[config.mk]
export PLATFORM = sky130hd
export DESIGN_NAME = tsmp_fifo_read_scheduler
export DESIGN_NICKNAME = d
export VERILOG_FILES = /design/src/rtl/tsmp_fifo_read_scheduler.sv
export SDC_FILE = /design/constraint.sdc
export NUM_CORES = 1
export LEC_CHECK = 0
export BUFFER_PORTS_ARGS = -buffer_cell sky130_fd_sc_hd__buf_2
export CORE_UTILIZATION = 50
export DETAILED_ROUTE_END_ITERATION = 7
export HOLD_SLACK_MARGIN = 0.08
export PLACE_DENSITY = 0.84
export SLEW_MARGIN = 0
export SYNTH_ARGS = -nofsm -noshare
export SYNTH_HDL_FRONTEND = slang
export SYNTH_SLANG_ARGS = --single-unit
[constraint.sdc]
create_clock -name i_clk -period 4 [get_ports i_clk]
set_clock_uncertainty 0.2 [all_clocks]
set_input_delay 1 -clock i_clk [delete_from_list [all_inputs] [get_ports i_clk]]
set_output_delay 1 -clock i_clk [all_outputs]
set_load 0.1 [all_outputs]
[src/rtl/tsmp_fifo_read_scheduler.sv]
// -----------------------------------------------------------------------------
// tsmp_fifo_read_scheduler
//   Drains the show-ahead TSMP packet FIFO and sequences whole packets to the
//   host-facing transmit port. A packet is started only when downstream is
//   ready. A minimum inter-packet gap is enforced. Stray body/tail words are
//   dropped to resynchronise. Over-length packets are cut with a forced tail.
//   Completed packets are counted.
//
// Ports
//   i_clk, i_rst_n  clock, asynchronous active-low reset
//   iv_fifo_rdata   FIFO head word: [133:132] tag (01 head, 10 tail, 11 body)
//   i_fifo_empty    FIFO empty flag
//   o_fifo_rd       FIFO pop (combinational)
//   i_port_ready    downstream can take a whole packet (sampled at head only)
//   ov_data         forwarded word, one cycle after its pop
//   o_data_wr       ov_data valid
//   ov_pkt_cnt      packets completed with a genuine tail (wraps)
//   o_err_pulse     one-cycle pulse per framing or length error
// -----------------------------------------------------------------------------
module tsmp_fifo_read_scheduler #(
    parameter int unsigned IFG_CYCLES     = 12,
    parameter int unsigned MAX_PKT_CYCLES = 128
) (
    input  logic         i_clk,
    input  logic         i_rst_n,
    input  logic [133:0] iv_fifo_rdata,
    input  logic         i_fifo_empty,
    output logic         o_fifo_rd,
    input  logic         i_port_ready,
    output logic [133:0] ov_data,
    output logic         o_data_wr,
    output logic [15:0]  ov_pkt_cnt,
    output logic         o_err_pulse
);

    localparam logic [1:0] TAG_HEAD = 2'b01;
    localparam logic [1:0] TAG_TAIL = 2'b10;

    localparam logic [7:0] LP_LAST_WORD = 8'(MAX_PKT_CYCLES - 1);
    localparam logic [7:0] LP_GAP_LAST  = 8'(IFG_CYCLES - 1);

    typedef enum logic [1:0] {
        IDLE_S,
        TRANS_S,
        DISCARD_S,
        GAP_S
    } state_t;

    state_t         r_state;
    state_t         w_state_nxt;
    logic [7:0]     r_word_cnt;
    logic [7:0]     w_word_cnt_nxt;
    logic [7:0]     r_gap_cnt;
    logic [7:0]     w_gap_cnt_nxt;

    logic [1:0]     w_tag;
    logic           w_fwd;
    logic           w_force_tail;
    logic           w_err;
    logic           w_pkt_done;
    logic [133:0]   w_fwd_data;

    assign w_tag = iv_fifo_rdata[133:132];

    always_comb begin
        w_state_nxt    = r_state;
        w_word_cnt_nxt = r_word_cnt;
        w_gap_cnt_nxt  = '0;
        o_fifo_rd      = 1'b0;
        w_fwd          = 1'b0;
        w_force_tail   = 1'b0;
        w_err          = 1'b0;
        w_pkt_done     = 1'b0;

        case (r_state)
            IDLE_S: begin
                if (!i_fifo_empty) begin
                    if (w_tag == TAG_HEAD) begin
                        if (i_port_ready) begin
                            o_fifo_rd      = 1'b1;
                            w_fwd          = 1'b1;
                            w_word_cnt_nxt = 8'd1;
                            w_state_nxt    = TRANS_S;
                        end
                    end else begin
                        // Stray body/tail outside a packet: drop it to resync.
                        o_fifo_rd = 1'b1;
                        w_err     = 1'b1;
                    end
                end
            end

            TRANS_S: begin
                if (!i_fifo_empty) begin
                    if (w_tag == TAG_TAIL) begin
                        o_fifo_rd   = 1'b1;
                        w_fwd       = 1'b1;
                        w_pkt_done  = 1'b1;
                        w_state_nxt = GAP_S;
                    end else if (w_tag == TAG_HEAD) begin
                        // Truncated packet: leave the new head for the next packet.
                        w_err       = 1'b1;
                        w_state_nxt = GAP_S;
                    end else if (r_word_cnt == LP_LAST_WORD) begin
                        // Length limit reached: close the packet with a forced tail.
                        o_fifo_rd    = 1'b1;
                        w_fwd        = 1'b1;
                        w_force_tail = 1'b1;
                        w_err        = 1'b1;
                        w_state_nxt  = DISCARD_S;
                    end else begin
                        o_fifo_rd      = 1'b1;
                        w_fwd          = 1'b1;
                        w_word_cnt_nxt = r_word_cnt + 8'd1;
                    end
                end
            end

            DISCARD_S: begin
                if (!i_fifo_empty) begin
                    if (w_tag == TAG_HEAD) begin
                        w_state_nxt = GAP_S;
                    end else begin
                        o_fifo_rd = 1'b1;
                        if (w_tag == TAG_TAIL) begin
                            w_state_nxt = GAP_S;
                        end
                    end
                end
            end

            GAP_S: begin
                // Gap counter is 0 on the first GAP_S cycle, so GAP_S lasts
                // exactly IFG_CYCLES cycles.
                if (r_gap_cnt == LP_GAP_LAST) begin
                    w_state_nxt = IDLE_S;
                end else begin
                    w_gap_cnt_nxt = r_gap_cnt + 8'd1;
                end
            end

            default: begin
                w_state_nxt = IDLE_S;
            end
        endcase
    end

    assign w_fwd_data = w_force_tail ? {TAG_TAIL, iv_fifo_rdata[131:0]} : iv_fifo_rdata;

    always_ff @(posedge i_clk or negedge i_rst_n) begin
        if (!i_rst_n) begin
            r_state     <= IDLE_S;
            r_word_cnt  <= '0;
            r_gap_cnt   <= '0;
            ov_data     <= '0;
            o_data_wr   <= 1'b0;
            ov_pkt_cnt  <= '0;
            o_err_pulse <= 1'b0;
        end else begin
            r_state     <= w_state_nxt;
            r_word_cnt  <= w_word_cnt_nxt;
            r_gap_cnt   <= w_gap_cnt_nxt;
            ov_data     <= w_fwd ? w_fwd_data : '0;
            o_data_wr   <= w_fwd;
            o_err_pulse <= w_err;
            if (w_pkt_done) begin
                ov_pkt_cnt <= ov_pkt_cnt + 16'd1;
            end
        end
    end

endmodule

; Word level (Yosys, flattened, before mapping)
; Index checks and enable logic that the tools add are counted.
[word_totals]
reg_bits = 170
inputBits = 138
output_inout_bits = 153
word_cells = 79
[op_classes]
add_sub_neg = 3
n_eq_ne = 18
n_mux = 47
reduce_logical = 4
[op_table]
columns = cell, n
row1 = 134-bit two-way mux, 2
row2 = 8-bit two-way mux, 9
row3 = 2-bit two-way mux, 11
row4 = 1-bit two-way mux, 20
row5 = 2-bit inequality test (second input constant), 9
row6 = 16-bit by 1-bit adder with 16-bit output (second input constant), 1
row7 = 8-bit by 1-bit adder with 8-bit output (second input constant), 2
row8 = 8-bit case mux with 2 select lines, 1
row9 = 8-bit AND reduction, 2
row10 = 8-bit by 4-bit == test with 1-bit output (second input constant), 1
row11 = 8-bit by 7-bit == test with 1-bit output (second input constant), 1
row12 = 2-bit case mux with 4 select lines, 1
row13 = 2-bit == test (second input constant), 3
row14 = 2-bit by 1-bit == test with 1-bit output (second input constant), 2
row15 = 4-bit inequality test (second input constant), 1
row16 = 1-bit case mux with 2 select lines, 2
row17 = 3-bit inequality test (second input constant), 1
row18 = 1-bit case mux with 3 select lines, 1
row19 = 2-bit logical NOT, 1
row20 = 2-bit nonzero test, 1

; Depth between registers and ports, before layout
[depth]
ltp_word = 8
mapped_depth = 8
depth_no_buf = 6

; Worst setup path before layout
; OpenSTA, ideal clock, no wires.
[synth_path]
path_kind = input port to output port
start = input iv_fifo_rdata[133]
end = output o_fifo_rd
arrival_ps = 3506
required_ps = 2800
slack_ps = -706
cell_stages = 5
n_path_buf = 0
cell_sequence = inv_1 ha_1 or2b_1 a21oi_1 nor3_1
[synth_between]
elab_chain_cells = 5
word_cells_on_any_way = 9
cone_classes = eq/ne: 2 / mux: 7
[synth_lines]
columns = item, line_no
row1 = from (decl), 26  ; input logic [133:0] iv_fifo_rdata,
row2 = 2-bit by 1-bit == test with 1-bit output, "78, 100, 121"
row3 = 1-bit two-way mux, 100  ; end else if (w_tag == TAG_HEAD) begin
row4 = 1-bit two-way mux, 95  ; if (w_tag == TAG_TAIL) begin
row5 = 1-bit two-way mux, 94  ; if (!i_fifo_empty) begin
row6 = 1-bit case mux with 3 select lines (*), 75  ; case (r_state)
row7 = to (decl), 28  ; output logic o_fifo_rd,
; Every way passes the cells marked *; elsewhere a longest branch is shown, timed or not.

; Worst setup path in the final report
[layout_path]
start = register r_state[1]
end = output o_fifo_rd
[layout_between]
elab_chain_cells = 2
word_cells_on_any_way = 4
cone_classes = eq/ne: 2 / mux: 1 / reduce/logical: 1
[layout_lines]
columns = item, line_no
row1 = from (decl), 49  ; state_t r_state;
row2 = from (signal assigned), 160  ; r_state <= w_state_nxt;
row3 = "2-bit == test, or another cell as far along", 75
row4 = 1-bit case mux with 3 select lines (*), 75
; Marked as above.

==> reports/metrics.cfg <==
[worst_hold_path]
hp-start=ov_pkt_cnt[15]$_DFFE_PN0P_
hold_class=reg -> reg

[critical_path]
start_kind=flip-flop
timing.setup.critical_path_class=reg -> out
crit_path_frequent_cell=nor2_1
path_cells=inv_1 -> ha_1 -> nor2_1 -> nor2_1 -> a21oi_1 -> nor3_2 -> buf_2
crit_slowest_cell=ha_1
reg2reg_from=r_state[1]$_DFFE_PN0P_
crit_fanout=16
crit_buf_inv=2
setup.worst_path.start=r_state[1]$_DFFE_PN0P_
end_kind=output pin
critPathTopFamily=buffers and inverters
worstPathRequired_ns=2.80
cp_slowest_stage_delay_ns=0.45
arrival_ns=2.21

[clock_network]
h-tree-depth=4
cts_resized=0
cts_tree=done
cts.reportedPaths.clkPinSlew_ns=0.06
hold_buffers=0
clockRootBuffer=clkbuf_16
clockBufferDepth=2
cts_setup_buffers=0
cts_sinks=170
clock_latency_ns=0.41
cts_buffers=17

[logic_synthesis]
synth-main-ff-cell=dfrtp_1
synth_area_per_cell_um2=13.4
synth_cells=460
synth_sequential_area_ratio=0.691
ys_warn_count=0
synthArstFlopShare=1.00
syn_nets=609
ys_ff_latch=170
ys_types=39
syn_area_um2=6160
synth_edf_count=0

[timing]
max_freq_ghz=0.293
period_share=0.853
rsz0062_at_grt=false
finalHoldViolCount=0
fin_setup_tns_ns=0
setup_slack_ns=0.586
setup_violations=0
tightest_slew_ns=0.771
fin_crit_ns=3.41
finalMaxSlewViolations=0
maxSlewHeadroom=0.486

[global_routing]
grt_pass1_wl_mm=22.0
grt-ovfl-total=0
track_usage=0.229
grt_pass1_vias=4386
grt_max_degree=136
antenna_found_initial=2

[die]
ios=291
die_h_um=113
fp.dieW_um=113
num_rows=40
initial_core_util=0.513
die_area_um2=12800
core_um2=12000

[drt]
num_vias=4421
wire_per_inst_um=15.6
drtIter0Drc=254
routed_via_density=4.83
wirelength_mm=14.2
ant_nets=0
firstDrtPassIters=4
drc=0

[outcome]
status=finished, final reports clean

[place]
io_buffers=290
post-place-ws_ns=0.609
place_congestion=0.830
post-dp-hpwl_mm=10.4

[power]
power_w=0.00600
power.leakage_nw=4.83
max-vdd-ir-drop_mv=0.435
p_per_area_nw_per_um2=712

[cells_and_area]
area_growth_pct=36.7
layout.cells.most_common=buf_2
drive_gt1_frac=0.440
nNetsFinal=902
fillCellCount=864
layout_common_cells=buf_2, dfrtp_1, and2_1

[flow_run]
maxCapViolations=0

-- worst paths after layout --
path / to / slack, ns / depth (start not counted)
setup / recovery: o_fifo_rd / 0.59 / 7
hold / removal: ov_pkt_cnt[15]$_DFFE_PN0P_ / 0.27 / 1
setup reg to reg: r_word_cnt[3]$_DFFE_PN0P_ / 1.21 / 6
hold reg to reg: ov_pkt_cnt[15]$_DFFE_PN0P_ / 0.27 / 1
max in group asynchronous: ov_data[46]$_DFF_PN0_ / 2.33 / 2
min in group asynchronous: ov_data[112]$_DFF_PN0_ / 0.42 / 1
-- per-stage QoR --
stage	util	hold WS, ns	instances	cell area [um^2]
finish	0.701	0.272	915	8420
global route	0.701	0.285	915	8420
CTS	0.701	0.273	913	8420
detailed placement	0.649	0.264	881	7790
global placement	0.649	0.255	881	7790
floorplan	-	0.238	460	6160
-- flip-flops by register name (all words and copies together), names as in the netlist --
signal and flops:
r_word_cnt 8, r_gap_cnt 8, ov_data 134, o_data_wr 1
ov_pkt_cnt 16, o_err_pulse 1, r_state 2
-- per-layer routing --
| metal | vias up | GRT usage | routed length [um] |
|---|---|---|---|
| li1 | 2072 | - | - |
| met1 | 2125 | 0.250 | 5360 |
| met2 | 204 | 0.406 | 7440 |
| met3 | 20 | 0.0787 | 1170 |
| met4 | 0 | 0.100 | 280 |
| met5 | - | 0 | 0 |
-- synthesized netlist by cell type (2+ instances only) --
master,number,share of area
dfrtp_1,170,0.69
and2_1,135,0.14
clkbuf_1,19,0.012
nand2_1,16,0.0098
nand3_1,13,0.011
nor2_1,13,0.0079
xnor2_1,12,0.017
ha_1,11,0.022
xor2_1,9,0.013
and3_1,7,0.0071
and4_1,6,0.0085
inv_1,5,0.0030
nand4_1,4,0.0041
a21oi_1,3,0.0024
mux2i_1,3,0.0049
nor3b_1,3,0.0037
a211oi_1,2,0.0024
a221o_1,2,0.0033
mux2_2,2,0.0037
nand2b_1,2,0.0020
nor3_1,2,0.0016
o21a_1,2,0.0024
o21ai_0,2,0.0016
or3_1,2,0.0020
-- where the power goes --
group	switching (W)	internal (W)	total, W
sequential	0.000116	0.00194	0.00206
clock	0.000651	0.00102	0.00167
combinational	0.00186	0.000408	0.00227
total	0.00263	0.00337	0.00600
-- area by class of cell --
| type | instances | area, um^2 | share of cell area |
|---|---|---|---|
| antenna | 2 | 5.00 | 0.000594 |
| tap | 147 | 184 | 0.0218 |
| timing repair buffer | 293 | 1510 | 0.179 |
| multi-input combinational | 266 | 1830 | 0.218 |
| sequential | 170 | 4250 | 0.505 |
| clock buffer | 19 | 453 | 0.0538 |
| clock inverter | 13 | 169 | 0.0201 |
| inverter | 5 | 18.8 | 0.00223 |
-- cells by family after synthesis --
family                   share of synthesized area
AO/OA/AOI/OAI                               0.0266
multiplexers                               0.00853
buffers and inverters                       0.0146
XOR/XNOR                                    0.0299
AND/OR/NAND/NOR                              0.207
flip-flops                                   0.691
adder cells (fa/ha/maj)                     0.0223
Power figures use the tool's default switching activity.
